## src/rtl/mips_pkg.sv

```systemverilog
// ============================================================================
// mips_pkg : shared encodings for the HI/LO multiply/divide unit
// Revision : 1.0 - initial release
// ============================================================================
`default_nettype none

package mips_pkg;

    typedef enum logic [2:0] {
        MD_MULT  = 3'd0,
        MD_MULTU = 3'd1,
        MD_DIV   = 3'd2,
        MD_DIVU  = 3'd3,
        MD_MTHI  = 3'd4,
        MD_MTLO  = 3'd5
    } t_md_op;

    typedef enum logic [1:0] {
        IDLE = 2'd0,
        RUN  = 2'd1,
        FIX  = 2'd2
    } t_md_state;

endpackage

`default_nettype wire

```

## src/rtl/md_unsigned_core.sv

```systemverilog
// ============================================================================
// md_unsigned_core : iterative unsigned shift-add multiply / restoring divide
// Revision         : 1.0 - initial release
// ============================================================================
`default_nettype none

module md_unsigned_core
    import mips_pkg::*;
#(
    parameter int WIDTH = 32,
    localparam int CNT_W = $clog2(WIDTH)
) (
    input  logic             clk,
    input  logic             reset_n,
    input  logic             load,
    input  logic             step,
    input  logic             is_div,
    input  logic [WIDTH-1:0] op_a,
    input  logic [WIDTH-1:0] op_b,
    output logic             last,
    output logic [WIDTH-1:0] res_lo,
    output logic [WIDTH-1:0] res_hi
);

    logic [WIDTH-1:0] acc_hi;
    logic [WIDTH-1:0] acc_lo;
    logic [WIDTH-1:0] operand_b;
    logic             div_mode;
    logic [CNT_W-1:0] count;

    logic [WIDTH:0]   mul_sum;
    logic [WIDTH:0]   div_shift;
    logic [WIDTH-1:0] div_diff;
    logic             div_ge;
    logic [WIDTH-1:0] nxt_hi;
    logic [WIDTH-1:0] nxt_lo;

    // acc_lo holds the multiplier (consumed LSB first) or the dividend
    // (consumed MSB first, quotient bits shifted in behind it).
    always_comb begin
        mul_sum   = {1'b0, acc_hi} + (acc_lo[0] ? {1'b0, operand_b} : {(WIDTH+1){1'b0}});
        div_shift = {acc_hi, acc_lo[WIDTH-1]};
        div_ge    = (div_shift >= {1'b0, operand_b});
        div_diff  = div_shift[WIDTH-1:0] - operand_b;
        if (div_mode) begin
            nxt_hi = div_ge ? div_diff : div_shift[WIDTH-1:0];
            nxt_lo = {acc_lo[WIDTH-2:0], div_ge};
        end else begin
            nxt_hi = mul_sum[WIDTH:1];
            nxt_lo = {mul_sum[0], acc_lo[WIDTH-1:1]};
        end
    end

    always_ff @(posedge clk or negedge reset_n) begin
        if (!reset_n) begin
            acc_hi    <= '0;
            acc_lo    <= '0;
            operand_b <= '0;
            div_mode  <= 1'b0;
            count     <= '0;
        end else if (load) begin
            acc_hi    <= '0;
            acc_lo    <= op_a;
            operand_b <= op_b;
            div_mode  <= is_div;
            count     <= '0;
        end else if (step) begin
            acc_hi    <= nxt_hi;
            acc_lo    <= nxt_lo;
            count     <= count + CNT_W'(1);
        end
    end

    assign last   = (count == CNT_W'(WIDTH-1));
    assign res_lo = acc_lo;
    assign res_hi = acc_hi;

endmodule

`default_nettype wire

```

## src/rtl/mult_div_unit.sv

```systemverilog
// ============================================================================
// mult_div_unit : multi-cycle HI/LO multiply/divide unit owning HI and LO
// Revision      : 1.0 - initial release
// ============================================================================
`default_nettype none

module mult_div_unit
    import mips_pkg::*;
#(
    parameter int WIDTH = 32
) (
    input  logic             clk,
    input  logic             reset_n,
    input  logic             clock_enable,
    input  logic             start,
    input  logic [2:0]       op,
    input  logic [WIDTH-1:0] rs_val,
    input  logic [WIDTH-1:0] rt_val,
    output logic             busy,
    output logic             done,
    output logic             div_by_zero,
    output logic [WIDTH-1:0] hi,
    output logic [WIDTH-1:0] lo
);

    t_md_state state;
    t_md_state state_nxt;

    logic             accept_iter;
    logic             accept_mthi;
    logic             accept_mtlo;
    logic             signed_op;
    logic             is_div;
    logic [WIDTH-1:0] rs_abs;
    logic [WIDTH-1:0] rt_abs;

    logic             sign_res;
    logic             sign_dvd;
    logic             div_op;
    logic             div_zero;

    logic             core_last;
    logic [WIDTH-1:0] core_lo;
    logic [WIDTH-1:0] core_hi;

    logic [2*WIDTH-1:0] prod_fix;
    logic [WIDTH-1:0]   quot_fix;
    logic [WIDTH-1:0]   rem_fix;

    always_comb begin
        accept_iter = 1'b0;
        accept_mthi = 1'b0;
        accept_mtlo = 1'b0;
        signed_op   = 1'b0;
        if ((state == IDLE) && start) begin
            case (op)
                MD_MULT, MD_DIV: begin
                    accept_iter = 1'b1;
                    signed_op   = 1'b1;
                end
                MD_MULTU, MD_DIVU: accept_iter = 1'b1;
                MD_MTHI:           accept_mthi = 1'b1;
                MD_MTLO:           accept_mtlo = 1'b1;
                default: ;
            endcase
        end
    end

    assign is_div = (op == MD_DIV) || (op == MD_DIVU);
    assign rs_abs = (signed_op && rs_val[WIDTH-1]) ? -rs_val : rs_val;
    assign rt_abs = (signed_op && rt_val[WIDTH-1]) ? -rt_val : rt_val;

    always_comb begin
        state_nxt = state;
        case (state)
            IDLE:    if (accept_iter) state_nxt = RUN;
            RUN:     if (core_last)   state_nxt = FIX;
            FIX:     state_nxt = IDLE;
            default: state_nxt = IDLE;
        endcase
    end

    always_ff @(posedge clk or negedge reset_n) begin
        if (!reset_n) begin
            state <= IDLE;
        end else if (clock_enable) begin
            state <= state_nxt;
        end
    end

    assign busy = (state != IDLE);

    md_unsigned_core #(
        .WIDTH (WIDTH)
    ) u_core (
        .clk     (clk),
        .reset_n (reset_n),
        .load    (clock_enable && accept_iter),
        .step    (clock_enable && (state == RUN)),
        .is_div  (is_div),
        .op_a    (rs_abs),
        .op_b    (rt_abs),
        .last    (core_last),
        .res_lo  (core_lo),
        .res_hi  (core_hi)
    );

    always_ff @(posedge clk or negedge reset_n) begin
        if (!reset_n) begin
            sign_res <= 1'b0;
            sign_dvd <= 1'b0;
            div_op   <= 1'b0;
            div_zero <= 1'b0;
        end else if (clock_enable && accept_iter) begin
            sign_res <= signed_op && (rs_val[WIDTH-1] ^ rt_val[WIDTH-1]);
            sign_dvd <= signed_op && rs_val[WIDTH-1];
            div_op   <= is_div;
            div_zero <= is_div && (rt_val == '0);
        end
    end

    // With a zero divisor the core leaves |rs| in the remainder, so the
    // dividend-sign correction restores the original rs_val for HI.
    always_comb begin
        prod_fix = sign_res ? -{core_hi, core_lo} : {core_hi, core_lo};
        quot_fix = div_zero ? {WIDTH{1'b1}} : (sign_res ? -core_lo : core_lo);
        rem_fix  = sign_dvd ? -core_hi : core_hi;
    end

    always_ff @(posedge clk or negedge reset_n) begin
        if (!reset_n) begin
            hi          <= '0;
            lo          <= '0;
            done        <= 1'b0;
            div_by_zero <= 1'b0;
        end else if (clock_enable) begin
            done        <= 1'b0;
            div_by_zero <= 1'b0;
            if (state == FIX) begin
                if (div_op) begin
                    hi          <= rem_fix;
                    lo          <= quot_fix;
                    div_by_zero <= div_zero;
                end else begin
                    {hi, lo}    <= prod_fix;
                end
                done <= 1'b1;
            end
            if (accept_mthi) begin
                hi   <= rs_val;
                done <= 1'b1;
            end
            if (accept_mtlo) begin
                lo   <= rs_val;
                done <= 1'b1;
            end
        end
    end

endmodule

`default_nettype wire

```

## config.mk

```make
export PLATFORM = sky130hd
export DESIGN_NAME = mult_div_unit
export DESIGN_NICKNAME = d
export VERILOG_FILES = /design/src/rtl/mips_pkg.sv /design/src/rtl/md_unsigned_core.sv /design/src/rtl/mult_div_unit.sv
export SDC_FILE = /design/constraint.sdc
export NUM_CORES = 1
export LEC_CHECK = 0
export ABC_AREA = 1
export CAP_MARGIN = 20
export CORE_MARGIN = 5
export CORE_UTILIZATION = 31
export CTS_CLUSTER_DIAMETER = 80
export DETAILED_ROUTE_END_ITERATION = 8
export HOLD_SLACK_MARGIN = 0.1
export PLACE_DENSITY_LB_ADDON = 0.08
export SLEW_MARGIN = 20
export SYNTH_ARGS = -nofsm -noshare
export SYNTH_HDL_FRONTEND = slang
export SYNTH_HIERARCHICAL = 1
export SYNTH_SLANG_ARGS = --single-unit
export TNS_END_PERCENT = 100
```

## constraint.sdc

```tcl
create_clock -name clk -period 8.3 [get_ports clk]
set_clock_uncertainty 0.05 [all_clocks]
set_input_delay 1.66 -clock clk [delete_from_list [all_inputs] [get_ports clk]]
set_output_delay 1.66 -clock clk [all_outputs]
set_load 0.05 [all_outputs]
```

==> summary.md <==
| Metric | Value |
|---|---|
| Top_reg_cell synth | `dfrtp_1` |
| CP required | `8.67 ns` |
| Type of destination of the critical path | `flop` |
| Critical path startpoint category | `primary input` |
| Post-CTS setup repair buffer count | `0` |
| Synth async-reset ratio | `between 90% and 100%` |
| 1st-iter DRT viols | `about 1.4k` |
| Worst VDD drop | `272 uV` |
| Final Hold Viols | `0` |
| Synth Register Bits | `174` |
| Worst path max stage delay | `0.68 ns` |
| Rows | `87` |
| CP bufs+invs | `5` |
| Post-synth EDFFs | `0` |
| Switching Fraction | `60.0%` |
| Mapped Avg Cell Area | `between 5 and 6 sq um` |
| Post-route ant nets | `0` |
| Synthesized Nets | `between 3k and 4k` |
| P_int | `0.00359 W` |
| Worst Setup Path Type | `in -> reg` |
| Starting density of the core | `31.3%` |
| Syn-to-layout area delta | `14.5%` |
| Die Wd | `about 250 um` |
| Clock root buffer | `clkbuf_16` |
| CTS resizes | `0` |
| Antenna Cells | `0` |
| Vias | `19.7k` |
| Core footprint | `56,400 sq um` |
| Slew margin rel. | `35.0%` |
| CP cell instances | `clkdlybuf4s50_1 -> nand2_1 -> inv_2 -> nor2_2 -> buf_4 -> nor2_2 -> clkinv_1 -> buf_4 -> a31oi_1 -> nand3_1 -> nand2_1` |
| Commonest non-fill, non-tap cell in the layout | `nand2_1` |
| Number of I/O pins | `approximately 140` |
| H-tree depth | `4` |
| Vias in the first global route | `19.2k` |
| WHS | `0.429 ns` |
| Num CTS Buffers | `17` |
| Final period util | `a little over half` |
| Chip Height | `249 um` |
| Layout cells sized above 1 | `4.54%` |
| Non-Filler Instances | `3,840` |
| GR Overflow Total | `0` |
| Clock tree buffer depth | `2` |
| Cell area after placement | `19,600 sq um` |
| Fin Setup TNS | `0 ns` |
| RSZ-0062 raised after global routing | `no` |
| Finished Core Util | `between 30% and 40%` |
| Commonest cells after routing, fill and taps aside | `nand2_1, inv_1, nor2_1, nand3_1, dfrtp_1` |
| Sink Count | `174` |
| Distinct cells, synth | `52` |
| First-pass GRT wire length | `120 mm` |
| Detailed-route DRC error count | `0` |
| Sequential share of power | `22.2%` |
| Clk Latency, worst-skew pair | `between 0.4 and 0.5 ns` |
| Mean routed wirelength per cell | `20.9 um` |
| Leak | `10.4 nW` |
| Final Cell Area | `around 20,000 sq um` |
| Antenna violations before repair | `0` |
| Hold Path Class | `reg -> reg` |
| Arr. time, crit path | `4.91 ns` |
| Setup slack, reg-to-reg | `4.89 ns` |
| Yosys warns | `6` |
| Final Slew Violations | `0` |
| Register area share after synthesis | `24.7%` |
| Crit-path max FO | `35` |
| Pwr Density | `approximately 440 nW/um^2` |
| Worst slew pin tran | `0.975 ns` |
| Pre-antenna DRT Iters | `6` |
| Die area | `61,800 sq um` |
| Status | `completed` |
| Routed WL | `80.2 mm` |
| Port bufs | `~140` |
| CTS tree | `yes` |
| Max-Cap Viols | `0` |
| Placed Cells | `3,808` |
| Minimum clock period | `4.54 ns` |
| Cells after synthesis | `2,987` |
| Worst path top cell family by delay | `buffers and inverters` |
| Gpl congestion | `0.945` |
| Crit-path slowest cell | `clkdlybuf4s50_1` |
| Reg clk slew, reported paths | `0.08 ns` |
| Max Fclk | `0.220 GHz` |
| CTS Hold Bufs | `0` |
| DPL Wire Length | `64.4 mm` |
| Clock group share of total power | `9.2%` |
| Vias/cell | `5.14` |
| Fin nets | `3,214` |
| Setup-failing EPs final | `0` |
| GRT Overall Usage | `25.3%` |
| Combinational share of power | `68.5%` |
| Syn Std Cell Area | `between 15,000 and 20,000 sq um` |
| Largest net degree at the start of global routing | `75` |
| Number of fill cells | `6,381` |
| Switch Pwr | `roughly 0.0054 W` |
## path summary, 6_finish.rpt
check                        startpoint           endpoint  cells past startpoint
max                        clock_enable  u_core/res_hi[12]                     11
min                              lo[22]             lo[22]                      2
max reg2reg                    state[0]  u_core/res_hi[12]                     13
min reg2reg                      lo[22]             lo[22]                      2
max in group asynchronous       reset_n    u_core/div_mode                      2
min in group asynchronous       reset_n              lo[6]                      1
## cells in the mapped netlist (6+ instances only)
library cell	count	area (sq um)
xor2_1	59	517
o21ai_2	9	78.8
buf_4	13	97.6
a21oi_2	6	52.6
nor2_2	22	138
a31oi_1	7	43.8
inv_2	13	48.8
buf_2	23	115
nand3_2	9	90.1
ha_1	70	876
o21ai_0	159	796
nand2_2	12	75.1
xnor2_1	18	158
o21ai_1	36	180
nor2_1	308	1160
nand2_1	1053	3950
clkinv_1	6	22.5
o21bai_1	11	82.6
a21oi_1	130	651
dfrtp_1	174	4350
o221ai_1	39	342
nand3b_1	15	113
nand4_1	25	156
nand3_1	233	1170
inv_1	408	1530
clkbuf_1	41	154
nor2_4	6	67.6
o211ai_1	10	75.1
nor3_1	22	110
## worst register-to-register path: cells and delay by family, from the launching register on
kind	cells	cell delay, ns
flip-flops	1	0.42
AND/OR/NAND/NOR	8	0.92
AO/OA/AOI/OAI	1	0.22
buffers and inverters	4	1.74
## per-stage QoR
stage / worst slack, ns / total power (W)
after global placement: 3.36 / 0.00814
after CTS: 3.81 / 0.00901
after detailed placement: 3.28 / 0.00814
final: 3.76 / 0.00897
after floorplan: 5.04 / 0.00590
after global routing: 3.59 / 0.00975
## cell families after synthesis
family,synth area share (%)
and+or+nand+nor,40.5
buffers and inverters,11.8
AOI/OAI and AO/OA,14.1
DFF,24.7
xor gates and xnor gates,3.82
adders and majority gates,5.19
## layer usage
layer  wire, um  up-vias  global-route usage (%)  part of all wire (%)
li1           -     9666                       -                     -
met1      31400     9341                    28.8                    39
met2      40600      570                    45.9                    51
met3       3040      169                    3.21                   3.8
met4       5200        0                    14.0                   6.5
met5          0        -                       0                     0
## power groups by stage
stage	clock, W	combinational (W)	sequential (W)
2_1_floorplan	0	0.00383	0.00207
3_3_place_gp	0	0.00612	0.00202
3_5_place_dp	0	0.00613	0.00201
4_1_cts	0.000857	0.00616	0.00200
5_1_grt	0.000892	0.00683	0.00203
6_report	0.000829	0.00615	0.00199
## flip-flops by register name (all words and copies together), names as in the netlist, 2 cells and up
name              count
hi                   32
lo                   32
state                 2
u_core/count          5
u_core/operand_b     32
u_core/res_hi        32
u_core/res_lo        32
## final cells by class
| class | count | area [sq um] | share of cell area, % |
|---|---|---|---|
| repair buffers | 154 | 1500 | 7.44 |
| flip-flops and latches | 174 | 4360 | 21.6 |
| clock buffers | 19 | 443 | 2.19 |
| well taps | 756 | 946 | 4.68 |
| inverters | 427 | 1600 | 7.93 |
| clock inverters | 13 | 134 | 0.663 |
| multi-input cells | 2297 | 11200 | 55.5 |
Power figures use the tool's default switching activity.
